## config.mk

```make
export PLATFORM = sky130hd
export DESIGN_NAME = modexp_controller
export DESIGN_NICKNAME = d
export VERILOG_FILES = /design/src/rtl/modexp_controller.sv
export SDC_FILE = /design/constraint.sdc
export NUM_CORES = 2
export LEC_CHECK = 0
export ABC_AREA = 1
export CORE_AREA = 5 5 400 402
export CTS_BUF_LIST = sky130_fd_sc_hd__clkbuf_4
export CTS_CLUSTER_DIAMETER = 60
export DETAILED_ROUTE_END_ITERATION = 8
export DIE_AREA = 0 0 405 407
export PLACE_DENSITY_LB_ADDON = 0.15
export SYNTH_ARGS = -nofsm -noshare
export SYNTH_HDL_FRONTEND = slang
export SYNTH_SLANG_ARGS = --single-unit
```

## constraint.sdc

```tcl
create_clock -name clk -period 25.1 [get_ports clk]
set_input_delay 3.765 -clock clk [delete_from_list [all_inputs] [get_ports clk]]
set_output_delay 3.765 -clock clk [all_outputs]
set_load 0.02 [all_outputs]
```

## src/rtl/modexp_controller.sv

```systemverilog
// Right-to-left square-and-multiply sequencer for modular exponentiation.
// Drives one shared modular multiplier over a start/done handshake and keeps all intermediate state.
module modexp_controller #(
  parameter int WIDTH     = 128,
  parameter int EXP_WIDTH = 128,
  parameter int CNT_WIDTH = 16
) (
  input  logic                 clk,
  input  logic                 reset,
  input  logic                 start,
  input  logic [WIDTH-1:0]     base,
  input  logic [EXP_WIDTH-1:0] exponent,
  input  logic [WIDTH-1:0]     modulus,
  output logic                 busy,
  output logic                 done,
  output logic                 err,
  output logic [WIDTH-1:0]     result,
  output logic [CNT_WIDTH-1:0] op_count,
  output logic                 mul_start,
  output logic [WIDTH-1:0]     mul_a,
  output logic [WIDTH-1:0]     mul_b,
  output logic [WIDTH-1:0]     mul_n,
  input  logic                 mul_done,
  input  logic [WIDTH-1:0]     mul_result
);

  localparam logic [2:0] IDLE     = 3'd0;
  localparam logic [2:0] CHECK    = 3'd1;
  localparam logic [2:0] EVAL     = 3'd2;
  localparam logic [2:0] MUL_WAIT = 3'd3;
  localparam logic [2:0] SQR_WAIT = 3'd4;
  localparam logic [2:0] FINISH   = 3'd5;

  logic [2:0]           state;
  logic [WIDTH-1:0]     acc;
  logic [WIDTH-1:0]     b;
  logic [WIDTH-1:0]     n;
  logic [EXP_WIDTH-1:0] e;
  logic                 op_phase;

  // acc, b and e only change on an accepted mul_done, so the operand mux
  // below stays stable from issue in EVAL through the whole wait state.
  assign op_phase  = (state == EVAL) || (state == MUL_WAIT) || (state == SQR_WAIT);
  assign mul_start = (state == EVAL) && (e != '0);
  assign mul_a     = op_phase ? (e[0] ? acc : b) : '0;
  assign mul_b     = op_phase ? b : '0;
  assign mul_n     = op_phase ? n : '0;
  assign busy      = (state == CHECK) || op_phase;
  assign done      = (state == FINISH);

  always_ff @(posedge clk or posedge reset) begin
    if (reset) begin
      state    <= IDLE;
      acc      <= '0;
      b        <= '0;
      n        <= '0;
      e        <= '0;
      err      <= 1'b0;
      result   <= '0;
      op_count <= '0;
    end else begin
      case (state)
        IDLE: begin
          if (start) begin
            acc      <= WIDTH'(1);
            b        <= base;
            e        <= exponent;
            n        <= modulus;
            op_count <= '0;
            err      <= 1'b0;
            state    <= CHECK;
          end
        end
        CHECK: begin
          if (n == '0) begin
            result <= '0;
            err    <= 1'b1;
            state  <= FINISH;
          end else if (n == WIDTH'(1)) begin
            result <= '0;
            state  <= FINISH;
          end else begin
            state <= EVAL;
          end
        end
        EVAL: begin
          if (e == '0) begin
            result <= acc;
            state  <= FINISH;
          end else begin
            if (op_count != '1) begin
              op_count <= op_count + CNT_WIDTH'(1);
            end
            state <= e[0] ? MUL_WAIT : SQR_WAIT;
          end
        end
        MUL_WAIT: begin
          if (mul_done) begin
            acc   <= mul_result;
            e[0]  <= 1'b0;
            state <= EVAL;
          end
        end
        SQR_WAIT: begin
          if (mul_done) begin
            b     <= mul_result;
            e     <= e >> 1;
            state <= EVAL;
          end
        end
        FINISH: state <= IDLE;
        default: state <= IDLE;
      endcase
    end
  end

endmodule
```

==> parameters.txt <==
Parameter                              Value

Status
  Result of the run    finished, final reports clean

Clock network
  H-tree levels    4
  Clock tree sinks    between 600 and 700
  Post-CTS Setup Inserts    0
  Resized cells post-CTS    0
  Clk pin slew, worst setup/hold paths    about 60 ps
  Number of buffers created by CTS    207
  Buffer levels on the longest clock path    3
  Worst skew pair latency    approximately 1100 ps
  Root Buffer Master    clkbuf_4
  Number of hold-repair buffers added at the cts stage    0
  Clock tree from TritonCTS    done

Timing
  Final hold slack    roughly 470 ps
  Final worst setup slack    roughly 16000 ps
  Fin crit share    0.373
  Final worst clock skew    about 80 ps
  Final setup TNS    0 ps
  Clock period minus final worst setup slack    roughly 9400 ps
  Hold Vio Cnt, Final    0
  Max-slew violation total from the final report    0
  Max Clk Rate    0.107 GHz
  Pin slew with the least headroom to its limit    1090 ps
  Finish-stage setup viols    0
  RSZ-0062 raised after global routing    false
  Worst relative slew slack    0.271

Route
  Via density per instance    4.40
  Post-Route WL    168000 µm
  Count of TritonRoute iterations in the first routing pass    5
  DRT antenna net count    0
  Routed len/inst    ~22 µm
  Violation count after the first detailed-routing iteration    about 2200
  Vias post-DR    about 34000
  Post-route DRC    0

Synthesis
  Syn_nets    a little under 5000
  Proportion of netlist area held by the largest area contributor    0.498
  FF+latch count, synth    between 600 and 700
  Warnings, synthesis    0
  Area leader, netlist    dfrtp_1
  Average instance area after synthesis    7.46 µm²
  Mapped Area    33200 µm²
  Share of the yosys chip area belonging to registers    0.498
  Cell count after synthesis    roughly 4500
  Main area contributors after synthesis    dfrtp_1 (50%), nand2_1 (13%), o21ai_0 (7.9%)
  Synth cell types    28

Placed design
  Count of port buffers added during placement    approximately 1000
  GP Congestion    around 0.9
  DP Cell Count    7279
  Setup slack after placement    16730 ps
  Final HPWL from detailed placement    roughly 120000 µm
  DP Area    between 40000 and 50000 µm²

Floorplanning
  Total die area    165000 µm²
  Core Box Area    around 160000 µm²
  Boundary pin count    between 1000 and 1500
  Height of the die    approximately 400 µm
  Core Rows    145
  Starting density of the core    0.213
  X dimension of the die    about 410 µm

Critical path
  Crit path cell chain    nor2_1, nand2_4, nand2_1, nor2_4, buf_4, buf_4, buf_4, nor2_1, clkdlybuf4s50_1
  Critical Path Most Common Cell    buf_4
  Type of element capturing the critical path    output port
  Slowest cell on the critical path    buf_4
  Data arrival, critical path    5590 ps
  Highest net fanout along the worst path    96
  Worst Path Required    between 20000 and 25000 ps
  Category of cells accounting for the largest share of critical-path delay    buffers and inverters
  Sort of element at the start of the critical path    register
  Worst Path Class, Setup    reg2out
  Critical path's largest stage delay    around 780 ps
  Number of buffer and inverter stages on the critical path    4

Finish
  Final net count    5947
  Design area    47700 µm²
  Core occupancy in the finished layout    0.306
  Synth-to-Final Area Change    43.7%
  Fraction of layout instances using a drive strength above 1    0.0656
  Non-filler cells, final    ~7700

Global routing
  Number of antenna violations at the first check in global routing    45
  Global-route total usage across every layer    0.197
  Wire length of the first global-routing pass    about 240000 µm
  Via count of the first global-routing pass    33802
  Global-route congestion overflow total    0
  Pin count of the biggest net entering global routing    between 200 and 300

Run
  Number of maximum-capacitance violations    0

Worst hold path
  Hold/Removal Path Class    reg2reg

Power
  Power density over the cells    about 130 nW/µm²
  Tot Pwr    just over 6 mW
  Leakage    21.7 nW
  Peak ir drop on the vdd network    between 0.00007 and 0.00008 V
flip-flops by register name, summed over array words and instances (netlist names):
signal / flops
acc: 128
b: 128
e: 128
err: 1
n: 128
op_count: 16
result: 128
state: 3
cell usage in the layout, fill, tap and decap left out, types with 37 or more instances in the layout:
| master | instances |
|---|---|
| a31oi_1 | 128 |
| o211ai_1 | 125 |
| nand2_1 | 1151 |
| o21ai_0 | 525 |
| clkinv_1 | 37 |
| nand3_1 | 163 |
| dfrtp_1 | 659 |
| clkbuf_4 | 290 |
| clkdlybuf4s50_1 | 1047 |
| nor2_1 | 552 |
| inv_1 | 655 |
| nand4_1 | 132 |
path summary, 6_finish.rpt:
kind / to / cells past startpoint / slack (ps) / start
max in group asynchronous: n[10]$_DFFE_PP0P_ / 5 / 18950 / reset
min reg2reg: result[72]$_DFFE_PP0P_ / 2 / 470 / result[72]$_DFFE_PP0P_
min: result[72]$_DFFE_PP0P_ / 2 / 470 / result[72]$_DFFE_PP0P_
max reg2reg: e[35]$_DFFE_PP0P_ / 8 / 21080 / state[0]$_DFFE_PP0P_
max: mul_n[41] / 9 / 15740 / state[0]$_DFFE_PP0P_
min in group asynchronous: n[88]$_DFFE_PP0P_ / 2 / 3180 / reset
kinds of logic after synthesis:
group	after synthesis	share of synthesized area
and+or+nand+nor	2016	0.245
adders and majority gates	1	0.000377
xor gates and xnor gates	2	0.000528
DFF	660	0.498
buffers and inverters	974	0.121
AOI/OAI and AO/OA	798	0.135
final cells by class:
type	instances	area, µm²
sequential	660	16500
fill	17285	108000
antenna	33	82.6
multi-input combinational	2817	12700
timing repair buffer	1084	10800
clock buffer	290	2180
clock inverter	52	282
inverter	660	2500
tap	2058	2570
where the power goes:
part | internal, mW | switching [mW] | leakage [nW]
Combinational | 1.13 | 2.17 | 11.9
Sequential | 1.48 | 0.277 | 8.37
Clock | 0.546 | 0.521 | 1.48
cell usage after synthesis, drive strengths merged:
master,instances
a21oi,7
a221oi,1
a31o,1
a31oi,128
buf,185
clkbuf,129
dfrtp,660
ha,1
inv,660
nand2,1152
nand3,164
nand3b,1
nand4,132
nor2,555
nor3,5
o211ai,125
o21ai,535
o221ai,1
or2,7
xnor2,1
xor2,1
worst reg2reg max path: stages (launching register included):
cell and delay [ps]:
dfrtp_1 430, nor2_1 290, nand2_4 450, inv_8 640
buf_12 610, buf_4 900, nand2_1 280, o211ai_1 180
o21ai_0 120
metal layers:
metal  vias to the layer above  routed length, µm  GRT usage
met5                         -                204          0
met4                        28               4940     0.0610
met3                       274              12200     0.0581
met2                      1019              81000      0.333
met1                     16170              70000      0.241
li1                      16223                  -          -
(Power assumes the default switching activity.)
